**config.mk**
```make
export PLATFORM = sky130hd
export DESIGN_NAME = word_byte_splitter
export DESIGN_NICKNAME = d
export VERILOG_FILES = /design/src/rtl/splitter_pkg.sv /design/src/rtl/splitter_lane_reg.sv /design/src/rtl/word_byte_splitter.sv
export SDC_FILE = /design/constraint.sdc
export NUM_CORES = 1
export LEC_CHECK = 0
export CAP_MARGIN = 20
export CORE_MARGIN = 2
export CORE_UTILIZATION = 25
export DETAILED_ROUTE_END_ITERATION = 10
export SETUP_SLACK_MARGIN = 0.4
export SLEW_MARGIN = 40
export SYNTH_ARGS = -nofsm -noshare
export SYNTH_HDL_FRONTEND = slang
export SYNTH_SLANG_ARGS = --single-unit
export TNS_END_PERCENT = 100
```
**constraint.sdc**
```tcl
create_clock -name clk -period 1 [get_ports clk]
set_clock_uncertainty 0.05 [all_clocks]
set_input_delay 0.15 -clock clk [delete_from_list [all_inputs] [get_ports clk]]
set_output_delay 0.15 -clock clk [all_outputs]
set_load 0.1 [all_outputs]
```
**src/rtl/splitter_pkg.sv**
```systemverilog
// Shared types and the lane-mapping helper for the word-to-byte splitter.
package splitter_pkg;

  localparam int unsigned BYTE_W    = 8;
  localparam int unsigned NUM_BYTES = 4;

  typedef logic [BYTE_W-1:0] byte_t;
  typedef byte_t [NUM_BYTES-1:0] lanes_t;

  // Element 0 is lane O1; big-endian puts the most significant byte there.
  function automatic lanes_t map_lanes(input logic [NUM_BYTES*BYTE_W-1:0] word,
                                       input logic little_endian);
    lanes_t lanes;
    for (int i = 0; i < NUM_BYTES; i++) begin
      if (little_endian) begin
        lanes[i] = word[BYTE_W*i +: BYTE_W];
      end else begin
        lanes[i] = word[BYTE_W*(NUM_BYTES-1-i) +: BYTE_W];
      end
    end
    return lanes;
  endfunction

endpackage

```
**src/rtl/splitter_lane_reg.sv**
```systemverilog
// One byte lane: 8-bit register with sync reset and load enable.
// With SPLITTER_PARITY_EN defined it also registers the even parity of the loaded byte.
module splitter_lane_reg #(
  parameter logic [7:0] ResetVal = 8'h00
) (
  input  logic       clk_i,
  input  logic       rst_i,
  input  logic       load_i,
  input  logic [7:0] data_i,
`ifdef SPLITTER_PARITY_EN
  output logic       parity_o,
`endif
  output logic [7:0] lane_o
);

  logic [7:0] lane_d, lane_q;

  always_comb begin
    lane_d = lane_q;
    if (load_i) begin
      lane_d = data_i;
    end
  end

  always_ff @(posedge clk_i) begin
    if (rst_i) begin
      lane_q <= ResetVal;
    end else begin
      lane_q <= lane_d;
    end
  end

  assign lane_o = lane_q;

`ifdef SPLITTER_PARITY_EN
  logic parity_d, parity_q;

  always_comb begin
    parity_d = parity_q;
    if (load_i) begin
      parity_d = ^data_i;
    end
  end

  always_ff @(posedge clk_i) begin
    if (rst_i) begin
      parity_q <= 1'b0;
    end else begin
      parity_q <= parity_d;
    end
  end

  assign parity_o = parity_q;
`endif

endmodule

```
**src/rtl/word_byte_splitter.sv**
```systemverilog
// Splits a 32-bit word into four registered byte lanes behind a valid/ready stage.
// Optional SPLITTER_PARITY_EN adds a registered per-lane parity output P.
module word_byte_splitter #(
  parameter int unsigned DATA_W    = 32,
  parameter int unsigned NUM_BYTES = 4,
  parameter logic [7:0]  RESET_VAL = 8'h00
) (
  input  logic              clk,
  input  logic              rst,
  input  logic [DATA_W-1:0] A,
  input  logic              in_valid,
  output logic              in_ready,
  input  logic              little_endian,
  output logic [7:0]        O1,
  output logic [7:0]        O2,
  output logic [7:0]        O3,
  output logic [7:0]        O4,
`ifdef SPLITTER_PARITY_EN
  output logic [3:0]        P,
`endif
  output logic              out_valid,
  input  logic              out_ready
);

  import splitter_pkg::*;

  logic   out_valid_d, out_valid_q;
  logic   accept;
  lanes_t lanes_in;
  lanes_t lanes_q;

  assign in_ready = !out_valid_q || out_ready;
  assign accept   = in_valid && in_ready;
  assign lanes_in = map_lanes(A, little_endian);

  always_comb begin
    out_valid_d = out_valid_q;
    if (accept) begin
      out_valid_d = 1'b1;
    end else if (out_ready) begin
      out_valid_d = 1'b0;
    end
  end

  always_ff @(posedge clk) begin
    if (rst) begin
      out_valid_q <= 1'b0;
    end else begin
      out_valid_q <= out_valid_d;
    end
  end

`ifdef SPLITTER_PARITY_EN
  logic [NUM_BYTES-1:0] parity_q;
`endif

  for (genvar i = 0; i < NUM_BYTES; i++) begin : g_lane
    splitter_lane_reg #(
      .ResetVal(RESET_VAL)
    ) u_lane (
      .clk_i   (clk),
      .rst_i   (rst),
      .load_i  (accept),
      .data_i  (lanes_in[i]),
`ifdef SPLITTER_PARITY_EN
      .parity_o(parity_q[i]),
`endif
      .lane_o  (lanes_q[i])
    );
  end

  assign O1        = lanes_q[0];
  assign O2        = lanes_q[1];
  assign O3        = lanes_q[2];
  assign O4        = lanes_q[3];
  assign out_valid = out_valid_q;

`ifdef SPLITTER_PARITY_EN
  assign P = parity_q;
`endif

endmodule

```
**Yosys cells after proc, flatten, opt, wreduce, memory -nomap -nowiden**

Index checks and enable logic that the tools add are counted.

- Add/sub/neg operators: 0
- $mul: 0
- Div/mod/pow operators: 0
- $lt $le $gt $ge: 0
- Equal/unequal tests: 0
- Shift operators: 0
- Mux-type cells: 6
- Bitwise gates (word level): 0
- Reductions and logical operators: 4

Operator list:

| kind | number |
|---|---|
| $mux 8 | 4 |
| $mux 1 | 2 |
| $reduce_bool 2->1 | 1 |
| $logic_and 1x1->1 | 1 |
| $logic_not 1->1 | 1 |
| $logic_or 1x1->1 | 1 |

- Bits in registers: 33
- Bits in latches: 0
- RAM bits: 0
- Bits in read-only memories: 0
- Output and inout bits: 34
- Logic and storage cells: 15
- Memories kept: 0

**Logic depth before layout (Yosys ltp)**

- Depth in word-level cells: 4
- Gate-level depth with buffers: 4
- Gate-level depth less buffers: 3

**Cells and area by module**

Synthesis repeated with hierarchy kept, for this count alone.

- Cell total of the unflattened synthesis: 145
- Area, all modules: 1,726.7 µm²

By module, submodules not included:

| module | instances | cells each | area each (µm²) | seq. area each (µm²) |
|---|---|---|---|---|
| splitter_lane_reg | 4 | 26 | 285.3 | 160.2 |
| word_byte_splitter | 1 | 41 | 585.6 | 20.0 |

**Least setup slack after synthesis**

No wires, ideal clock.

- Kind: reg-to-reg
- Start point: reg out_valid_q, in the netlist out_valid
- End point: reg g_lane[0].u_lane.lane_q[1]
- Library setup time: 0.119 ns
- Data arrival time: 1.908 ns
- Data required time: 0.831 ns
- Slack: -1.077 ns
- Cell stages (with the launch flop): 5
- Path buffers: 1
- Clock period less this slack: 2.077 ns
- Cells stage by stage: dfxtp_1 > nand2b_4 > nand3b_1 > buf_2 > o2bb2ai_1

- Cells in the longest elaborated chain, start to end: 3

Ends and longest elaborated chain:

| item | RTL line | source |
|---|---|---|
| start: declaration | word_byte_splitter.sv:27 | `logic out_valid_d, out_valid_q;` |
| start signal: assignment | word_byte_splitter.sv:49 | `out_valid_q <= out_valid_d;` |
| $logic_not 1->1 | word_byte_splitter.sv:32 | `assign in_ready = !out_valid_q \|\| out_ready;` |
| $logic_or 1x1->1 | word_byte_splitter.sv:32 |  |
| via in_ready | word_byte_splitter.sv:12 | `output logic in_ready,` |
| $logic_and 1x1->1 | word_byte_splitter.sv:33 | `assign accept = in_valid && in_ready;` |
| end signal: assignment | splitter_lane_reg.sv:27 | `lane_q <= ResetVal;` |
| end signal: assignment | splitter_lane_reg.sv:29 | `lane_q <= lane_d;` |
| end: declaration | splitter_lane_reg.sv:16 | `logic [7:0] lane_d, lane_q;` |

The timed path passes the listed nets, and every way through them passes these cells.
A chain may end at the register's enable or synchronous reset.

**Final worst setup path**

- Start point: reg out_valid_q, in the netlist out_valid
- End point: out in_ready

- Cells in the longest elaborated chain, start to end: 2

Ends and longest elaborated chain:

| item | RTL line |
|---|---|
| $logic_not 1->1 | word_byte_splitter.sv:32 |
| $logic_or 1x1->1 | word_byte_splitter.sv:32 |
| end: declaration | word_byte_splitter.sv:12 |

Every way passes these cells.

==> out/qor.json <==
{
  "layout": {
    "final_util_pct": 51.1,
    "diode_insertion_count_for_antenna_repair": 0,
    "final_area_mm2": 0.00278,
    "num-fill-cells": 474,
    "layout.nets": 224,
    "drive_above_1_share_pct": 45.7,
    "area_growth_syn_to_layout_pct": 98.7
  },
  "floorplan": {
    "dieArea_mm2": 0.00620,
    "floorplan.initialDensity_pct": 25.7,
    "placement_rows": 27,
    "die_width_um": 78.8,
    "design.portCount": 71,
    "dieHeight_um": 78.8,
    "core_area_mm2": 0.00544
  },
  "logic_synthesis": {
    "synth_fp_nets": 149,
    "synthesis.yosys.warnings": 0,
    "synthCells": 112,
    "post_synth_instance_area_mm2": 0.00140,
    "fraction_of_synthesized_cell_area_taken_by_the_top_area_cell_type_pct": 47.3,
    "synthesis.area_per_instance_um2": 12.5,
    "synth_area_leaders": "dfxtp_1 47%, mux2i_1 23%, o2bb2ai_1 20%",
    "number_of_synthesized_register_bits": 33,
    "synth_enable_flop_cells": 0,
    "yosysMostFrequentCell": "dfxtp_1",
    "synth_largest_area_cell": "dfxtp_1",
    "netlist_top_cells_count": "33 x dfxtp_1, 32 x mux2i_1, 32 x o2bb2ai_1",
    "ys_seq_area_share_pct": 47.3,
    "ys_async_sr_fraction_pct": 0,
    "synthDistinctLibCells": 11,
    "synth-main-ff-cell": "dfxtp_1"
  },
  "power_and_ir_drop": {
    "clockPowerShare_pct": 28.3,
    "static-leakage-power_nw": 1.09,
    "ir_worst_vdd_mv": 0.837,
    "power.net_switching_mw": 1.48,
    "sequentialPowerShare_pct": 35.3,
    "cellInternalPower_mw": 2.75,
    "total_power_density_per_cell_area_mw_per_mm2": 1520,
    "power_switching_share_pct": 35.0,
    "comb_power_share_pct": 36.3
  },
  "route": {
    "total_via_count_after_detailed_routing": 1191,
    "finalWirelength_um": 3940,
    "post_drt_wl_per_cell_um": 15.1,
    "drc_errors": 0,
    "detail-route-antenna-nets": 0,
    "drtPass1Iterations": 4,
    "vias_per_cell": 4.58,
    "drt_iter0_drc": 46
  },
  "placement": {
    "pre_cts_ws_ps": -363,
    "postPlaceCellArea_mm2": 0.00264,
    "hpwl_um": 2940,
    "io_buffer_count": 70,
    "place.gp.congestion": 0.764
  },
  "critical_path": {
    "setup.reg_to_reg.worst_slack_ps": -160,
    "cpLargestDelayFamily": "flip-flops",
    "worstPathRequired_ps": 800,
    "critPathBufInv": 2,
    "r2r.worst_path.cells": 5,
    "reg2reg_from": "out_valid",
    "end_kind": "primary output",
    "cpPeakStageDelay_ps": 360,
    "critPathArrivalTime_ps": 970,
    "timing.critical_path.cells": "nand2b_4 -> buf_6 -> buf_12",
    "timing.critical_path.slowest_stage_cell": "dfxtp_4",
    "timing.rr.end": "g_lane[0].u_lane.lane_o[1]",
    "worstPathMaxFanout": 3,
    "critical_path_class": "reg2out",
    "startpoint_type": "flop"
  },
  "min_path": {
    "min_path_cells": 4,
    "hold_end": "g_lane[2].u_lane.lane_o[6]",
    "hold_path_startpoint": "little_endian",
    "holdCritPathClass": "in2reg"
  },
  "timing": {
    "rsz0062_at_grt": "true",
    "postLayoutSetupSlackWorst_ps": -172,
    "final-hold-violation-count": 0,
    "final.min_clock_period_ps": 1170,
    "timing.max_slew.rel_slack_pct": 88.3,
    "whs_ps": 327,
    "post-route-period-util_pct": 117,
    "tns_ps": -4830,
    "fmax_mhz": 853,
    "drv_slew": 0,
    "max_slew.worst_pin.slew_ps": 170,
    "count_of_endpoints_failing_setup_in_the_final_report": 63
  },
  "clock_network": {
    "ctsLongestPathBuffers": 2,
    "clock_sink_count": 33,
    "total_cts_buffers": 5,
    "clock_latency_ps": 270,
    "tritoncts": "done",
    "clkTransAtPathRegs_ps": 60,
    "h-tree-depth": 2,
    "ctsRootBufferMaster": "clkbuf_8"
  },
  "job": {
    "drv.max_cap_violation_count": 0
  },
  "grt": {
    "grt_overflow_total": 0,
    "groute.usage.overall_pct": 13.7,
    "grt_pass1_vias": 1283,
    "grt_pass1_wl_um": 6600,
    "number_of_antenna_violations_at_the_first_check_in_global_routing": 0,
    "pin_count_of_the_biggest_net_entering_global_routing": 33
  },
  "status": {
    "violations": "setup timing",
    "outcome": "finished with violations"
  }
}
[worst max path at each step]
stage,from,endpoint,slack [ps],cells past startpoint
after global routing,out_valid,g_lane[0].u_lane.lane_o[1],-220,5
after detailed placement,out_ready,g_lane[0].u_lane.lane_o[1],-360,5
after floorplan,out_valid,g_lane[0].u_lane.lane_o[1],-440,4
final,out_valid,in_ready,-170,3
after global placement,out_ready,g_lane[1].u_lane.lane_o[1],-330,5
after CTS,out_valid,g_lane[2].u_lane.lane_o[4],-190,5
[flip-flops by register name (all words and copies together), names as in the netlist]
signal	flops
out_valid	1
g_lane.u_lane.lane_o	32
[layout make-up]
| type | count | area, µm² | area share, % |
|---|---|---|---|
| Multi-Input combinational cell | 68 | 653 | 23.5 |
| Timing Repair Buffer | 78 | 1140 | 41.0 |
| Sequential cell | 33 | 785 | 28.2 |
| Clock inverter | 2 | 33.8 | 1.22 |
| Tap cell | 72 | 90.1 | 3.24 |
| Inverter | 1 | 3.75 | 0.135 |
| Clock buffer | 6 | 72.6 | 2.61 |
[tightest hold or removal path, stage by stage]
cell	delay, ps
buf_2	120
buf_4	150
mux2i_1	80
o2bb2ai_1	120
[cells by family after synthesis]
group	after synthesis	share of synthesized area, %
AO/OA/AOI/OAI	34	21.6
flip-flops	33	47.3
multiplexers	32	22.9
buffers and inverters	11	6.71
AND/OR/NAND/NOR	2	1.52
[per-layer routing]
layer | GRT usage, % | vias up | share of wire (%)
met3 | 5.80 | 4 | 9.3
met1 | 17.4 | 543 | 44
met4 | 4.56 | 0 | 0.64
li1 | - | 588 | -
met2 | 20.8 | 56 | 46
met5 | 0 | - | 0
[stage by stage]
| stage | instances | power, mW |
|---|---|---|
| final | 260 | 4.22 |
| after global routing | 260 | 4.42 |
| after CTS | 260 | 4.29 |
| after detailed placement | 250 | 3.05 |
| after global placement | 250 | 3.03 |
| after floorplan | 112 | 2.39 |
[placed cells by master (no fill, tap or decap), drive strengths merged]
cell and n:
dfxtp 33, dlygate4sd2 1, a21oi 2, clkdlybuf4s50 34
mux2i 32, bufinv 1, o2bb2ai 32, nand3b 1
inv 1, clkbuf 6, nand2b 1, buf 43
clkinv 1
[power by group through the flow]
stage / registers, mW / clock network [mW] / logic, mW
global placement: 1.52 / 0 / 1.51
CTS: 1.50 / 1.25 / 1.54
floorplan: 2.14 / 0 / 0.253
detailed placement: 1.52 / 0 / 1.53
finish: 1.49 / 1.20 / 1.53
global route: 1.51 / 1.32 / 1.59
[timing repair]
action / 4_1_cts / 5_1_grt
hold buffers: 0 / 0
pin swaps: 0 / 1
cloned: 0 / 0
endpoints found under the setup margin: 67 / 67
gates resized for setup: 2 / 3
setup buffers: 2 / 0
(Power assumes the default switching activity.)
